`config.mk`:
```
export PLATFORM = sky130hd
export DESIGN_NAME = muldiv_sequencer
export DESIGN_NICKNAME = d
export VERILOG_FILES = /design/src/rtl/muldiv_sequencer.sv
export SDC_FILE = /design/constraint.sdc
export NUM_CORES = 1
export LEC_CHECK = 0
export BUFFER_PORTS_ARGS = -buffer_cell sky130_fd_sc_hd__buf_2
export CORE_AREA = 4 4 168 170
export CTS_CLUSTER_DIAMETER = 120
export CTS_CLUSTER_SIZE = 25
export DETAILED_ROUTE_END_ITERATION = 6
export DIE_AREA = 0 0 172 174
export PLACE_DENSITY = 0.8
export SYNTH_ARGS = -nofsm -noshare
export SYNTH_HDL_FRONTEND = slang
export SYNTH_SLANG_ARGS = --single-unit
```
`constraint.sdc`:
```
create_clock -name clk -period 5 [get_ports clk]
set_input_delay 0.5 -clock clk [delete_from_list [all_inputs] [get_ports clk]]
set_output_delay 0.5 -clock clk [all_outputs]
set_load 0.01 [all_outputs]
```
`src/rtl/muldiv_sequencer.sv`:
```
`default_nettype none
// ============================================================================
//  Module      : muldiv_sequencer
//  Description : Iterative MULT/MULTU/DIV/DIVU unit that owns the HI/LO pair.
//                One shift-add (multiply) or restoring-subtract (divide)
//                step per cycle; WIDTH steps per operation.
//  Revision    : 1.0  initial release
// ============================================================================
module muldiv_sequencer #(
    parameter int WIDTH = 32
) (
    input  logic             clk,
    input  logic             rst,
    input  logic             Start,
    input  logic [1:0]       Op,
    input  logic [WIDTH-1:0] DataA,
    input  logic [WIDTH-1:0] DataB,
    input  logic             HiWrite,
    input  logic             LoWrite,
    output logic             Busy,
    output logic             Done,
    output logic             DivZero,
    output logic [WIDTH-1:0] HiOut,
    output logic [WIDTH-1:0] LoOut
);

    localparam int                c_CNT_W = $clog2(WIDTH);
    localparam logic [c_CNT_W-1:0] c_LAST  = c_CNT_W'(WIDTH - 1);

    typedef enum logic [1:0] {
        S_IDLE = 2'd0,
        S_RUN  = 2'd1,
        S_DONE = 2'd2
    } state_t;

    state_t               r_state;
    state_t               w_state_nx;
    logic [c_CNT_W-1:0]   r_cnt;
    logic [1:0]           r_op;       // bit1: divide, bit0: signed
    logic                 r_qsign;    // product / quotient sign
    logic                 r_rsign;    // remainder sign
    logic                 r_dz;
    logic [WIDTH-1:0]     r_opb;      // multiplicand or divisor magnitude
    logic [WIDTH-1:0]     r_upper;    // product upper half or remainder
    logic [WIDTH-1:0]     r_lower;    // multiplier/product lower or dividend/quotient
    logic [WIDTH-1:0]     r_hi;
    logic [WIDTH-1:0]     r_lo;

    logic                 w_accept;
    logic                 w_divzero;
    logic                 w_last;
    logic [WIDTH-1:0]     w_mag_a;
    logic [WIDTH-1:0]     w_mag_b;
    logic [WIDTH:0]       w_mul_sum;
    logic [WIDTH:0]       w_rem_sh;
    logic                 w_fits;
    logic [WIDTH-1:0]     w_diff;
    logic [WIDTH-1:0]     w_upper_nx;
    logic [WIDTH-1:0]     w_lower_nx;
    logic [2*WIDTH-1:0]   w_prod;
    logic [2*WIDTH-1:0]   w_prod_fx;
    logic                 w_neg_q;
    logic                 w_neg_r;
    logic [WIDTH-1:0]     w_res_hi;
    logic [WIDTH-1:0]     w_res_lo;

    // Start is honoured whenever no operation is running (IDLE or DONE)
    assign w_accept  = (r_state != S_RUN) && Start;
    assign w_divzero = Op[1] && (DataB == '0);
    assign w_last    = (r_state == S_RUN) && (r_cnt == c_LAST);

    // Operand magnitudes: signed ops iterate on absolute values
    assign w_mag_a = (Op[0] && DataA[WIDTH-1]) ? -DataA : DataA;
    assign w_mag_b = (Op[0] && DataB[WIDTH-1]) ? -DataB : DataB;

    // Multiply step: conditional add into the upper half with carry out
    assign w_mul_sum = r_lower[0] ? ({1'b0, r_upper} + {1'b0, r_opb}) : {1'b0, r_upper};

    // Divide step: shift {rem, quot} left, then trial-subtract the divisor
    assign w_rem_sh = {r_upper, r_lower[WIDTH-1]};
    assign w_fits   = (w_rem_sh >= {1'b0, r_opb});
    assign w_diff   = w_rem_sh[WIDTH-1:0] - r_opb;

    assign w_upper_nx = r_op[1] ? (w_fits ? w_diff : w_rem_sh[WIDTH-1:0])
                                : w_mul_sum[WIDTH:1];
    assign w_lower_nx = r_op[1] ? {r_lower[WIDTH-2:0], w_fits}
                                : {w_mul_sum[0], r_lower[WIDTH-1:1]};

    // Sign fix-up applied to the final iteration's values at DONE entry
    assign w_neg_q   = r_op[0] && r_qsign;
    assign w_neg_r   = r_op[0] && r_rsign;
    assign w_prod    = {w_upper_nx, w_lower_nx};
    assign w_prod_fx = w_neg_q ? -w_prod : w_prod;
    assign w_res_hi  = r_op[1] ? (w_neg_r ? -w_upper_nx : w_upper_nx) : w_prod_fx[2*WIDTH-1:WIDTH];
    assign w_res_lo  = r_op[1] ? (w_neg_q ? -w_lower_nx : w_lower_nx) : w_prod_fx[WIDTH-1:0];

    // State register
    always_ff @(posedge clk) begin
        if (rst) begin
            r_state <= S_IDLE;
        end else begin
            r_state <= w_state_nx;
        end
    end

    // Next-state logic; a zero-divisor divide skips straight to DONE
    always_comb begin
        w_state_nx = r_state;
        case (r_state)
            S_RUN: begin
                if (r_cnt == c_LAST) begin
                    w_state_nx = S_DONE;
                end
            end
            default: begin
                if (Start) begin
                    w_state_nx = w_divzero ? S_DONE : S_RUN;
                end else begin
                    w_state_nx = S_IDLE;
                end
            end
        endcase
    end

    // Operand latch, iteration datapath and HI/LO register updates
    always_ff @(posedge clk) begin
        if (rst) begin
            r_cnt   <= '0;
            r_op    <= 2'b00;
            r_qsign <= 1'b0;
            r_rsign <= 1'b0;
            r_dz    <= 1'b0;
            r_opb   <= '0;
            r_upper <= '0;
            r_lower <= '0;
            r_hi    <= '0;
            r_lo    <= '0;
        end else if (w_accept) begin
            r_cnt   <= '0;
            r_op    <= Op;
            r_qsign <= DataA[WIDTH-1] ^ DataB[WIDTH-1];
            r_rsign <= DataA[WIDTH-1];
            r_dz    <= w_divzero;
            r_opb   <= Op[1] ? w_mag_b : w_mag_a;
            r_lower <= Op[1] ? w_mag_a : w_mag_b;
            r_upper <= '0;
            if (w_divzero) begin
                r_hi <= DataA;
                r_lo <= '1;
            end
        end else if (r_state == S_RUN) begin
            r_upper <= w_upper_nx;
            r_lower <= w_lower_nx;
            r_cnt   <= r_cnt + 1'b1;
            if (w_last) begin
                r_hi <= w_res_hi;
                r_lo <= w_res_lo;
            end
        end else begin
            if (HiWrite) begin
                r_hi <= DataA;
            end
            if (LoWrite) begin
                r_lo <= DataA;
            end
        end
    end

    assign Busy    = (r_state == S_RUN);
    assign Done    = (r_state == S_DONE);
    assign DivZero = (r_state == S_DONE) && r_dz;
    assign HiOut   = r_hi;
    assign LoOut   = r_lo;

endmodule
`default_nettype wire
```
==> results of run 1 <==
power by group through the flow:
| stage | logic [µW] | clock network (µW) | registers, µW |
|---|---|---|---|
| global route | 2390 | 1430 | 1600 |
| global placement | 2100 | 0 | 1610 |
| finish | 2250 | 1380 | 1590 |
| floorplan | 1390 | 0 | 1610 |
| detailed placement | 2130 | 0 | 1610 |
| CTS | 2140 | 1380 | 1580 |
what timing repair did:
item | 4_1_cts | 5_1_grt
resized for setup | 0 | 12
endpoints found under the setup margin | 0 | 14
buffers inserted | 0 | 7
registers in the layout, indices dropped and copies added (netlist names):
name	flops
r_opb	32
r_state	2
r_upper	32
r_op	2
r_qsign	1
r_rsign	1
r_cnt	5
r_dz	1
LoOut	32
HiOut	32
r_lower	32
final timing paths:
| path | from | endpoint | slack (ns) | cells past startpoint |
|---|---|---|---|---|
| hold reg to reg | HiOut[9] | HiOut[9] | 0.46 | 2 |
| setup reg to reg | r_opb[8] | HiOut[22] | 0.19 | 19 |
| hold / removal | DataA[29] | HiOut[29] | 0.41 | 3 |
| setup / recovery | r_opb[8] | HiOut[22] | 0.19 | 19 |
logic make-up after synthesis:
group / count (synthesis) / share of synthesized area, %
simple gates: 839 / 24.2
compound gates: 808 / 33.2
buf+inv: 233 / 5.48
flops: 172 / 20.9
xor+xnor: 141 / 7.51
fa+ha+maj: 72 / 5.57
mux: 51 / 3.19
cell type report:
type / instances / area (µm²)
well taps: 341 / 427
clock buffers: 18 / 439
inverters: 76 / 288
multi-input cells: 1911 / 12200
repair buffers: 245 / 1510
fillers: 2335 / 8260
flip-flops and latches: 172 / 3450
diodes: 1 / 2.50
clock inverters: 14 / 145
stage by stage:
| step | TNS [ns] | worst slack (ns) | total power [µW] |
|---|---|---|---|
| CTS | 0 | 0.0548 | 5100 |
| floorplan | 0 | 0.557 | 3000 |
| global placement | 0 | 0.283 | 3710 |
| detailed placement | 0 | 0.119 | 3740 |
| global route | -0.0164 | -0.0129 | 5430 |
| finish | 0 | 0.192 | 5230 |
cells in the final DEF, fill, tap and decap left out, drive strengths merged, types with 7 or more instances in the layout:
master    n
and3     25
nor3     61
nand4    22
nand2b   25
dfxtp   172
nand2   285
o21bai    7
o41ai     7
mux2     12
and4      8
o21ai   116
nor2    242
nand3    41
o21a     23
a21oi   250
xor2     69
nor2b    18
nor4     33
ha       70
and2     21
or3      20
o22ai     9
o31ai    24
inv      84
a311oi   25
xnor2    72
o311ai   25
a31oi    53
or4      10
clkbuf   18
a21o     33
a211oi  121
or2       7
o211ai   37
mux2i    39
buf     245
a41oi     8
layer usage:
layer  track usage, %  wire [µm]  part of all wire, %
met1             56.2      24800                   36
met3             8.64       7970                   12
met5                0          0                    0
met2             67.7      30200                   44
met4             30.3       6040                  8.8
worst register-to-register path: stages (launching register included):
cell,delay (ns)
dfxtp_1,0.42
inv_1,0.07
ha_1,0.40
nand2_1,0.16
o21a_1,0.21
o221ai_1,0.33
buf_4,0.22
o2111a_2,0.29
nor3_4,0.06
a311oi_2,0.32
ha_1,0.28
o21ai_0,0.10
a311o_1,0.34
nor4_4,0.27
buf_4,0.19
nand4_4,0.17
o31ai_4,0.32
xor2_1,0.19
nand2_1,0.09
a311oi_2,0.28
==> results.toml, run 1 <==
[run_status]
outcome = "completed"

[clock_network]
cts_tree = "done"
clk_latency_ns = 0.46
cts-root-buf = "clkbuf_16"
htreeDepth = 4
numCtsBuffers = 17
clkSinkCount = 172
path_clk_slew_ns = 0.08
clockBufferDepth = 2
hold_buffers = 0

[timing]
setup_viol = 0
period_share_pct = 96.2
fin_hold_ws_ns = 0.411
fin_skew_ns = 0.0222
period_needed_ns = 4.81
tightest_slew_ns = 1.00
fmax_ghz = 0.208
finalHoldViolCount = 0
relSlewSlack_pct = 31.6
slew_viol_final = 0

[placed_design]
dp_cells = 2738
gp_congestion = 1.03
hpwl_um = 52400
place_area_um2 = 17800
io_buffers = 137

[logic_synthesis]
synthTopCellsByCount = "285 x nand2_1, 249 x a21oi_1, 242 x nor2_1, 172 x dfxtp_1"
synthCells = 2316
ys.flop_type = "dfxtp_1"
ys_warn_count = 0
synth_seq_area_share_pct = 20.9
syn_area_per_cell_um2 = 7.10
netlist_area_um2 = 16400
ys_types = 95
netlist.area_leader.share_pct = 20.9
synth.most_common_cell = "nand2_1"
synth_edf_count = 0
ys_ff_latch = 172
yosys.area.top_type = "dfxtp_1"
async_reset_ff_share_pct = 0
yosys-top-cells-area = "dfxtp_1 21%, a21oi_1 7.6%, nand2_1 6.5%, nor2_1 5.5%, a211oi_1 5.5%"
synth_nets = 2459

[critical_path]
start_kind = "flop"
endpoint_kind = "flop"
max_stage_delay_ns = 0.42
slowest_stage = "dfxtp_1"
crit_family = "compound AO/OA/AOI/OAI gates"
worstPathArrival_ns = 5.17
crit_required_ns = 5.36
crit_type = "reg -> reg"
worst-path-buf-inv = 3
cp_max_fo = 7
path_cells = "inv_1 -> ha_1 -> nand2_1 -> o21a_1 -> o221ai_1 -> buf_4 -> o2111a_2 -> nor3_4 -> a311oi_2 -> ha_1 -> o21ai_0 -> a311o_1 -> nor4_4 -> buf_4 -> nand4_4 -> o31ai_4 -> xor2_1 -> nand2_1 -> a311oi_2"

[routing]
ant_nets = 0
dr.pass1.iters = 7
viasPerCell = 7.04
via_count = 19600
wl_per_cell_um = 24.8
drt-initial-drc-count = 2933
drc = 0
routed_wl_um = 69000

[power_and_ir_drop]
sw_frac_of_total_pct = 43.4
switching_power_uw = 2270
p_per_area_nw_per_um2 = 283
clkPwrFrac_pct = 26.4
p_leak_uw = 0.00737
vdd_drop_max_uv = 211
p_seq_share_pct = 30.4
comb_power_share_pct = 43.1
p_int_uw = 2960

[cells_and_area]
final_layout_size_suffix_gt1_share_pct = 14.4
layout.nets = 2566
finish.utilization_pct = 69.1
syn_to_final_growth_pct = 12.3
final-instance-count-excl-fill = 2778
final_cell_area_um2 = 18500

[floorplan]
core-area_um2 = 26700
initial_core_util_pct = 61.5
pin_count = 138
die_x_um = 172
die-height_um = 174
rows = 60
die-area_um2 = 29900

[global_route]
grt_max_degree = 104
track_usage_pct = 44.4
antenna_found_initial = 0
first_global_vias = 18000
grt_pass1_wl_um = 104000
grt_overflow_total = 0

[flow_run]
cap_violations = 0

[worst_hold_path]
hold_class = "in -> reg"
No activity file was read; power rests on OpenSTA's default activity.
==> run 2: changes to the inputs <==
Settings changed: CORE_AREA 4 4 168 170 to 4 4 178 180, DIE_AREA 0 0 172 174 to 0 0 182 184, PLACE_DENSITY 0.8 to 0.72.
==> results.toml, run 2 (synthesis results as in run 1) <==
[run_status]
outcome = "completed"

[global_route]
grt_pass1_wl_um = 107000
grt_max_degree = 106
first_global_vias = 17700
track_usage_pct = 41.0
grt_overflow_total = 0
antenna_found_initial = 1

[power_and_ir_drop]
vdd_drop_max_uv = 272
clkPwrFrac_pct = 26.1
p_per_area_nw_per_um2 = 280
comb_power_share_pct = 43.4
switching_power_uw = 2210
sw_frac_of_total_pct = 42.2
power.total_uw = 5230
p_seq_share_pct = 30.5
p_leak_uw = 0.00746
p_int_uw = 3020

[routing]
viasPerCell = 6.74
wl_per_cell_um = 25.1
drc = 0
ant_nets = 0
via_count = 19200
drt-initial-drc-count = 2563
dr.pass1.iters = 6
routed_wl_um = 71700

[flow_run]
cap_violations = 0

[worst_hold_path]
hold_class = "in -> reg"

[cells_and_area]
final_cell_area_um2 = 18700
layout_commonest_cell = "nand2_1"
fillCellCount = 2873
final_cell_mix = "282 x nand2_1, 246 x a21oi_1, 242 x nor2_1"
final_layout_size_suffix_gt1_share_pct = 15.1
layout.nets = 2585
syn_to_final_growth_pct = 13.5

[critical_path]
reg2reg_depth = 20
start_kind = "flop"
crit_path_start = "r_opb[30]"
crit_path_end = "HiOut[22]"
crit_required_ns = 5.35
endpoint_kind = "flop"
crit_type = "reg -> reg"
reg2reg_slack_ns = 0.20
regToRegStartpoint = "r_opb[30]"
cp_max_fo = 6
r2r-end = "HiOut[22]"
worstPathArrival_ns = 5.15

[placed_design]
preCtsSetupSlack_ns = 0.111
io_buffers = 137
place_area_um2 = 18000
hpwl_um = 55600
gp_congestion = 1.01

[floorplan]
die-height_um = 184
rows = 64
pin_count = 138
initial_core_util_pct = 54.5
die_x_um = 182
die-area_um2 = 33500
core-area_um2 = 30200

[timing]
fmax_ghz = 0.208
tightest_slew_ns = 1.24
rsz0062_at_grt = "no"
setup_ws_ns = 0.200
fin_hold_ws_ns = 0.422
finalHoldViolCount = 0
period_needed_ns = 4.80
timing.setup.tns_ns = 0
relSlewSlack_pct = 17.3
period_share_pct = 96.0
fin_skew_ns = 0.00923
slew_viol_final = 0
setup_viol = 0

[clock_network]
cts-root-buf = "clkbuf_16"
clk_latency_ns = 0.44
htreeDepth = 4
path_clk_slew_ns = 0.07
hold_buffers = 0
numCtsBuffers = 17
clockBufferDepth = 2
cts_tree = "done"
clkSinkCount = 172
run 2: changes by cell type in the layout (fill, tap and decap cells not counted), moves of 2 or more:
cell and delta:
clkbuf_8 +3, a21oi_1 -2, buf_4 +19, o21ai_1 +3, clkinvlp_4 +2, o21ai_0 -2, and2_1 -2, clkinv_8 -2
inv_8 -4
run 2: worst min path at each step:
| stage | start | end | slack [ns] | depth (start not counted) |
|---|---|---|---|---|
| floorplan | r_dz | r_dz | 0.43 | 2 |
| global placement | LoOut[6] | LoOut[6] | 0.44 | 2 |
| detailed placement | LoOut[14] | LoOut[14] | 0.45 | 2 |
| CTS | DataA[2] | HiOut[2] | 0.41 | 3 |
| global route | Op[0] | r_op[0] | 0.42 | 3 |
| finish | DataA[2] | HiOut[2] | 0.42 | 3 |
run 2: repair_timing:
action                                 in CTS  in global routing
resized for setup                           0                 14
endpoints found under the hold margin       0                  0
setup endpoints to repair                   0                 18
buffers inserted                            0                  7
run 2: final cells by class:
class / count / area [µm²] / area share (%)
timing repair buffer: 264 / 1650 / 8.86
tap: 396 / 495 / 2.65
clock inverter: 9 / 73.8 / 0.395
antenna: 1 / 2.50 / 0.0134
multi-input combinational: 1911 / 12200 / 65.3
sequential: 172 / 3450 / 18.5
inverter: 76 / 288 / 1.54
clock buffer: 23 / 509 / 2.73
run 2: worst max-delay path, stage by stage, from the launching register on:
cell and delay [ns]:
dfxtp_1 0.37, inv_1 0.06, ha_1 0.35, a21o_1 0.20
a211o_1 0.35, a31oi_1 0.21, and3_1 0.24, a41oi_2 0.17
inv_1 0.11, ha_1 0.17, and2_4 0.16, nand4_1 0.15
or2_2 0.36, nor4_2 0.36, a41o_1 0.33, a211oi_1 0.11
buf_4 0.19, o31ai_2 0.25, xor2_1 0.18, nand2_1 0.09
a311oi_2 0.30
run 2: layer usage:
metal  wire [µm]  vias to the layer above  GRT usage (%)
met1       27500                     9029           51.5
li1            -                     8808              -
met3        7060                      256           8.41
met5           0                        -              0
met4        5420                        0           26.5
met2       31700                     1133           64.1
run 2: power by group through the flow:
stage | sequential, µW | combinational (µW) | clock, µW
floorplan | 1610 | 1390 | 0
CTS | 1590 | 2170 | 1360
finish | 1590 | 2270 | 1370
global placement | 1620 | 2150 | 0
global route | 1600 | 2420 | 1420
detailed placement | 1620 | 2160 | 0
run 2: stage by stage:
| step | cells | util (%) |
|---|---|---|
| floorplan | 2316 | - |
| global placement | 2812 | 59.5 |
| detailed placement | 2812 | 59.5 |
| CTS | 2844 | 61.5 |
| global route | 2851 | 61.8 |
| finish | 2852 | 61.8 |
